$ cat config.mk
export PLATFORM = sky130hd
export DESIGN_NAME = skinny_sbox8_domd_pipelined
export DESIGN_NICKNAME = d
export VERILOG_FILES = /design/src/rtl/skinny_sbox8_domd_pipelined.sv
export SDC_FILE = /design/constraint.sdc
export NUM_CORES = 1
export LEC_CHECK = 0
export ABC_AREA = 1
export CAP_MARGIN = 10
export CORE_MARGIN = 8
export CORE_UTILIZATION = 40
export CTS_CLUSTER_SIZE = 28
export DETAILED_ROUTE_END_ITERATION = 16
export PLACE_DENSITY_LB_ADDON = 0.12
export SYNTH_ARGS = -nofsm -noshare
export SYNTH_HDL_FRONTEND = slang
export SYNTH_HIERARCHICAL = 1
export SYNTH_SLANG_ARGS = --single-unit
$ cat constraint.sdc
create_clock -name clk -period 3.95 [get_ports clk]
set_input_delay 0.79 -clock clk [delete_from_list [all_inputs] [get_ports clk]]
set_output_delay 0.79 -clock clk [all_outputs]
set_load 0.01 [all_outputs]
$ cat src/rtl/skinny_sbox8_domd_pipelined.sv
// SKINNY-128 8-bit S-box, DOM-masked to order D (D+1 shares), fully pipelined.
// Each of the four S-box rounds is one pipeline stage that ends in one
// register bank. Each stage contains two DOM-indep AND gadgets for the
// masked NORs, plus a bank that carries the untouched share bits alongside.
//
// Handshake: a transfer happens on a rising edge where valid and ready are
// both high. Input side: vi/ri. Output side: vo/ro. The pipe advances only
// when en = ~vo | ro, so a stall freezes every stage together. ri equals en,
// which makes the ro -> ri path combinational. so carries meaningful data
// only while vo is high.

// DOM-indep AND for one bit, with SH shares.
// Every product term is registered:
//   - the inner-domain term a_i&b_i
//   - the cross-domain terms a_i&b_j ^ z_ij
// Shares are compressed only after the register, so no net ever combines two
// shares of the same variable before the randomness has been applied.
module skinny_sbox8_dom_and #(
    parameter int SH = 3
) (
    input  logic                   clk,
    input  logic                   rst,
    input  logic                   en,
    input  logic [SH-1:0]          a,
    input  logic [SH-1:0]          b,
    input  logic [SH*(SH-1)/2-1:0] z,
    output logic [SH-1:0]          q
);
    // term index i*SH+j holds a_i & b_j (masked by z when i != j)
    logic [SH*SH-1:0] term_d;
    logic [SH*SH-1:0] term_q;

    // Position of the random bit shared by the unordered pair (i, j), i < j
    function automatic int pair_idx(input int i, input int j);
        return i * (2 * SH - i - 1) / 2 + (j - i - 1);
    endfunction

    // Form inner and masked cross products; hold them when the pipe is stalled
    always_comb begin
        term_d = term_q;
        if (en) begin
            for (int i = 0; i < SH; i++) begin
                for (int j = 0; j < SH; j++) begin
                    if (i == j) begin
                        term_d[i*SH+j] = a[i] & b[i];
                    end else if (i < j) begin
                        term_d[i*SH+j] = (a[i] & b[j]) ^ z[pair_idx(i, j)];
                    end else begin
                        term_d[i*SH+j] = (a[i] & b[j]) ^ z[pair_idx(j, i)];
                    end
                end
            end
        end
    end

    // Product term register bank
    always_ff @(posedge clk) begin
        if (rst) begin
            term_q <= '0;
        end else begin
            term_q <= term_d;
        end
    end

    // Compress the terms of domain i into output share i
    always_comb begin
        q = '0;
        for (int i = 0; i < SH; i++) begin
            for (int j = 0; j < SH; j++) begin
                q[i] = q[i] ^ term_q[i*SH+j];
            end
        end
    end
endmodule

// One S-box round: x4 ^= NOR(x7,x6), x0 ^= NOR(x3,x2), then the bit shuffle.
// Rounds 1-3 use the bit permutation; the last round only swaps bits 1 and 2.
// The shuffle is applied after the register, so y depends only on flops.
module skinny_sbox8_dom_stage #(
    parameter int SH   = 3,
    parameter bit LAST = 1'b0
) (
    input  logic                  clk,
    input  logic                  rst,
    input  logic                  en,
    input  logic [8*SH-1:0]       x,
    input  logic [SH*(SH-1)-1:0]  z,
    output logic [8*SH-1:0]       y
);
    localparam int NR = SH * (SH - 1) / 2;

    logic [SH-1:0]   a4;
    logic [SH-1:0]   b4;
    logic [SH-1:0]   a0;
    logic [SH-1:0]   b0;
    logic [SH-1:0]   q4;
    logic [SH-1:0]   q0;
    logic [8*SH-1:0] x_d;
    logic [8*SH-1:0] x_q;

    // Gather the NOR operands, inverting share 0 only so that ~a&~b = NOR(a,b)
    always_comb begin
        a4 = '0;
        b4 = '0;
        a0 = '0;
        b0 = '0;
        for (int s = 0; s < SH; s++) begin
            a4[s] = x[s*8+7];
            b4[s] = x[s*8+6];
            a0[s] = x[s*8+3];
            b0[s] = x[s*8+2];
        end
        a4[0] = ~x[7];
        b4[0] = ~x[6];
        a0[0] = ~x[3];
        b0[0] = ~x[2];
    end

    // Carry the share bytes alongside the gadget registers so all shares stay aligned
    always_comb begin
        x_d = x_q;
        if (en) begin
            x_d = x;
        end
    end

    // Share pass-through register bank
    always_ff @(posedge clk) begin
        if (rst) begin
            x_q <= '0;
        end else begin
            x_q <= x_d;
        end
    end

    (* keep_hierarchy = "yes" *)
    skinny_sbox8_dom_and #(.SH(SH)) u_and4 (
        .clk (clk),
        .rst (rst),
        .en  (en),
        .a   (a4),
        .b   (b4),
        .z   (z[NR-1:0]),
        .q   (q4)
    );

    (* keep_hierarchy = "yes" *)
    skinny_sbox8_dom_and #(.SH(SH)) u_and0 (
        .clk (clk),
        .rst (rst),
        .en  (en),
        .a   (a0),
        .b   (b0),
        .z   (z[2*NR-1:NR]),
        .q   (q0)
    );

    // Fold a gadget output into one share byte, then apply the round's bit shuffle
    function automatic logic [7:0] round_out(input logic [7:0] m_in, input logic q4b,
                                             input logic q0b);
        logic [7:0] m;
        m    = m_in;
        m[4] = m[4] ^ q4b;
        m[0] = m[0] ^ q0b;
        if (LAST) begin
            return {m[7:3], m[1], m[2], m[0]};
        end
        return {m[2], m[1], m[7], m[6], m[4], m[0], m[3], m[5]};
    endfunction

    // Per-share round output, built purely from registered values
    always_comb begin
        y = '0;
        for (int s = 0; s < SH; s++) begin
            y[s*8 +: 8] = round_out(x_q[s*8 +: 8], q4[s], q0[s]);
        end
    end
endmodule

// Top level: LANES independent masked S-boxes sharing one enable and one valid pipe.
// Lane l owns a 12*D*(D+1)-bit slice of r. Stage k takes its D*(D+1) bits
// from offset k*D*(D+1) of that slice; the upper part of the slice is reserved.
module skinny_sbox8_domd_pipelined #(
    parameter int D     = 2,
    parameter int LANES = 1
) (
    input  logic                          clk,
    input  logic                          rst,
    input  logic [8*(D+1)*LANES-1:0]      si,
    input  logic [12*D*(D+1)*LANES-1:0]   r,
    input  logic                          vi,
    output logic                          ri,
    output logic [8*(D+1)*LANES-1:0]      so,
    output logic                          vo,
    input  logic                          ro
);
    localparam int SH = D + 1;
    localparam int SB = 8 * SH;         // share bits per lane
    localparam int RS = D * (D + 1);    // random bits per stage per lane
    localparam int RL = 12 * D * (D + 1); // random bits per lane

    logic       en;
    logic [3:0] v_d;
    logic [3:0] v_q;

    assign en = ~v_q[3] | ro;
    assign ri = en;
    assign vo = v_q[3];

    // Valid shift register tracks which stage holds a real item
    always_comb begin
        v_d = v_q;
        if (en) begin
            v_d = {v_q[2:0], vi};
        end
    end

    // Valid pipe register
    always_ff @(posedge clk) begin
        if (rst) begin
            v_q <= '0;
        end else begin
            v_q <= v_d;
        end
    end

    for (genvar l = 0; l < LANES; l++) begin : g_lane
        logic [5*SB-1:0] chain;
        logic            r_spare_unused;

        assign chain[SB-1:0]      = si[l*SB +: SB];
        assign so[l*SB +: SB]     = chain[4*SB +: SB];
        assign r_spare_unused     = ^r[l*RL + 4*RS +: 8*RS];

        for (genvar k = 0; k < 4; k++) begin : g_stage
            skinny_sbox8_dom_stage #(
                .SH   (SH),
                .LAST (k == 3)
            ) u_stage (
                .clk (clk),
                .rst (rst),
                .en  (en),
                .x   (chain[k*SB +: SB]),
                .z   (r[l*RL + k*RS +: RS]),
                .y   (chain[(k+1)*SB +: SB])
            );
        end
    end
endmodule
# After elaboration in Yosys (flattened, before gate mapping)
# Index checks and enable logic that the tools add are counted.
# word_totals
register_bits	172
latch_bits	0
ramBits	0
mem_bits_ro	0
inputBits	100
output_inout_bits	26
word_cells	223
mem_count	0
# classes
n_addsub	0
n_mul	0
div_mod_pow	0
magnitude_cmp	0
n_eq_ne	0
shift	0
mux	0
bitwise_logic	210
n_reduce_logical	0
# ops
operator	count
$xor 1x1->1	120
$and 1x1->1	72
$not 1->1	17
$or 1x1->1	1

# Depth between registers and ports, before layout
# logic_depth
word_depth	6
mapped_depth	9
depth_no_buf	9

# Hierarchy
# The synthesis kept the hierarchy.
# by_module_without_submodules
module	instances	cells_each	area_per_inst_um2	seq_area_each_um2
skinny_sbox8_dom_stage	4	176	1172.4	480.5
skinny_sbox8_dom_and	8	78	534.3	180.2
skinny_sbox8_domd_pipelined	1	25	166.4	80.1

# Worst setup path before layout
# Ideal clock, no wire load.
# synth_timing
path_type	input-to-output
startpoint	in ro
endpoint	out ri
arrival_ns	1.336
required_ns	3.160
path_slack_ns	1.824
stages	2
n_path_buf	0
path_cell_list	inv_1 nand2_1
# synth_between
elab_chain_len	1
# synth_lines
item	line_no	text
start, declared	195	input logic ro
$or 1x1->1	206	assign en = ~v_q[3] | ro;
end, declared	192	output logic ri,
# No other way between the ends.

# Worst setup path in the final report
# Ends and elaborated chain as after synthesis.

==> summary.txt <==
Detailed routing
  • Uppermost layer routed: met4
  • Drt wl/cell: 11.47 um
  • Final WL: 18,740 um
  • Drt pass-1 iters: 4
  • DRT antenna net count: 0
  • Vias/cell: 4.386
  • Met3 WL: 747 um
  • Met2 WL post-DR: 8027 um
  • 1st-iter DRT viols: 441
  • DRC Markers: 0
  • DR vias: 7,166
  • Metal-1 WL: 9697 um

Power
  • Comb power frac: 0.200
  • P_int: 3.335 mW
  • Leakage Power: 5.196 nW
  • Switching part of the total: 0.2925
  • Pwr dens: 475.3 nW/um^2
  • Clock share of power: 0.365
  • Switching power total: 1.379 mW
  • Maximum vdd ir drop: 275.0 uV
  • Sequential share of power: 0.435

Floorplanning
  • Row cnt: 55
  • Die width: 167.1 um
  • IO Count: 126
  • Core ar.: 22,500 sq um
  • Die ar.: 27,920 sq um
  • Die Y: 167.1 um
  • Initial Utilization: 0.4057

GRT
  • First-pass GRT wire length: 32,210 um
  • Pin count of the biggest net entering global routing: 230
  • Vias in the first global route: 6,666
  • Initial antenna violation count: 0
  • GRT Util Overall: 0.1383
  • Gr ovfl total: 0

Timing
  • Min Tclk post-route: 3061 ps
  • Max-slew headroom: 0.3710
  • Slew @ Worst Pin: 943.5 ps
  • Final Hold Viols: 0
  • Setup TNS: 0 ps
  • FMAX: 326.7 MHz
  • Final Max Slew Viols: 0
  • Final Skew: 9.298 ps
  • RSZ-0062 raised after global routing: false
  • Final period util: 0.7750
  • Final setup violation count: 0
  • Hold WS: 464.8 ps

Synth
  • Yosys reg bits: 172
  • Synth Net Count: 1,453
  • Most frequent cell after synthesis: nand2_1
  • Avg Inst Size Synth: 6.748 sq um
  • EDFF count, synth: 0
  • Sequential share of the synthesized area: 0.3771
  • Top_reg_cell synth: dfxtp_1
  • Unique masters post-synth: 18
  • Post-synth top area cell: dfxtp_1
  • Synth top area share: 0.3771
  • Post-synth ARST share: 0
  • Syn Inst Count: 1,353
  • Synth top area cells: dfxtp_1 38%, nand2_1 18%, nor2_1 8.1%
  • Cell Area, Synth: 9130 sq um
  • Ys Warns: 6
  • Most frequent cells after synthesis: 436 x nand2_1, 198 x nor2_1, 172 x dfxtp_1

Flow run
  • Max-cap violations: 0

Worst hold path
  • Hold Path Class: reg -> reg

Clock tree
  • Clock tree from TritonCTS: done
  • Latest clock arrival within the worst-skew pair: 420 ps
  • Clk root buf: clkbuf_16
  • Post-cts resize count: 0
  • Post-CTS setup buffers: 0
  • TritonCTS Sinks: 172
  • Clk pin slew, worst setup/hold paths: 70 ps
  • Cts hold-fix bufs: 0
  • Max clock buf depth: 2
  • H-tree Lvls: 4
  • Num CTS Buffers: 17

Worst setup path
  • Worst path max stage delay: 600 ps
  • WP buf/inv: 3
  • Cell family with most CP delay: buffers and inverters
  • Critical path class: in -> out
  • Worst EP arrival: 2270 ps
  • Endpoint class of the critical path: output pin
  • Most used cell, CP: clkdlybuf4s50_1
  • CP Launch Type: primary input
  • Worst path cell trace: clkdlybuf4s50_1 -> inv_1 -> nand2_4 -> clkdlybuf4s50_1
  • Max FO, Critical Path: 26
  • Critical Path RT: 3160 ps
  • CP max-delay cell: clkdlybuf4s50_1

Placement
  • PortBufs: 77
  • Gp weighted congestion: 0.7356
  • Post-DP HPWL: 12,800 um
  • Placed cells: 1,603

Finish
  • Layout area overhead: 8.634%
  • Final core occ: 0.4408
  • Layout cells sized above 1: 0.04448
  • Final std cells w/o fill: 1,634
  • Total Nets Final: 1,437
  • Inserted Diodes: 0

Status
  • Outcome: complete, no violations
power groups by stage:
stage               clock, mW  sequential, mW  combinational [mW]
floorplan                   0            2.04               0.760
detailed placement          0            2.09               0.959
CTS                      1.77            2.05               0.962
finish                   1.72            2.05               0.944
global route             1.85            2.08                1.09
global placement            0            2.08               0.948
per-layer routing:
layer | track usage | vias to the layer above
li1 | - | 3986
met1 | 0.1820 | 3057
met2 | 0.2168 | 104
met3 | 0.03712 | 19
met4 | 0.04309 | 0
met5 | 0 | -
placed cells by master, fill, tap and decap left out, types with 2 or more instances in the layout:
cell             instances
o21ai_0                 56
clkdlybuf4s50_1         77
clkinv_2                 2
a21oi_1                 57
clkbuf_1                 2
nand2_1                435
nand3_1                 51
xnor2_1                 24
inv_1                  161
dfxtp_1                172
buf_4                    3
o21ai_1                  8
clkinv_4                 3
clkbuf_8                 2
nor2_1                 198
clkinvlp_4               2
xor2_1                  48
clkbuf_16               17
o21ai_2                  8
a21oi_2                 16
bufinv_16                3
logic make-up after synthesis:
logic type | Yosys count | share of synthesized area
simple gates | 686 | 0.2893
buf+inv | 278 | 0.1751
flops | 172 | 0.3771
compound gates | 145 | 0.08935
xor+xnor | 72 | 0.06907
sequential cells by signal (all words and copies together) (netlist names):
signal / cells
v_q: 4
g_lane.g_stage.u_stage/x_q: 96
g_lane.g_stage.u_stage/u_and4/term_q: 36
g_lane.g_stage.u_stage/u_and0/term_q: 36
worst paths after layout:
kind	start	endpoint	slack, ps	cells after the start
max	ro	ri	890	4
min	v_q[2]	v_q[3]	460	2
max reg2reg	v_q[3]	g_lane[0].g_stage[2].u_stage/u_and4/term_q[1]	2000	4
min reg2reg	v_q[2]	v_q[3]	460	2
area by class of cell:
type                       instances  area [sq um]
inverter                         162         608.1
fill                            2446         12580
clock buffer                      21         460.4
clock inverter                    10         141.4
tap                              285         356.6
timing repair buffer              81         813.3
multi-input combinational        903          4095
sequential                       172          3443
through the flow:
stage	instance area [sq um]	power (mW)	worst slack (ps)
after floorplan	9130	2.801	1824
after global placement	9316	3.033	870.7
after detailed placement	9316	3.048	869.5
after CTS	9918	4.784	863.4
after global routing	9918	5.018	814.5
final	9918	4.714	888.7
worst reg2reg max path, delay by kind of cell, from the launching register on:
kind / cells / cell delay, ps
flip-flops: 1 / 390
AO/OA/AOI/OAI: 2 / 520
buffers and inverters: 1 / 680
AND/OR/NAND/NOR: 1 / 290
No activity file was read; power rests on OpenSTA's default activity.
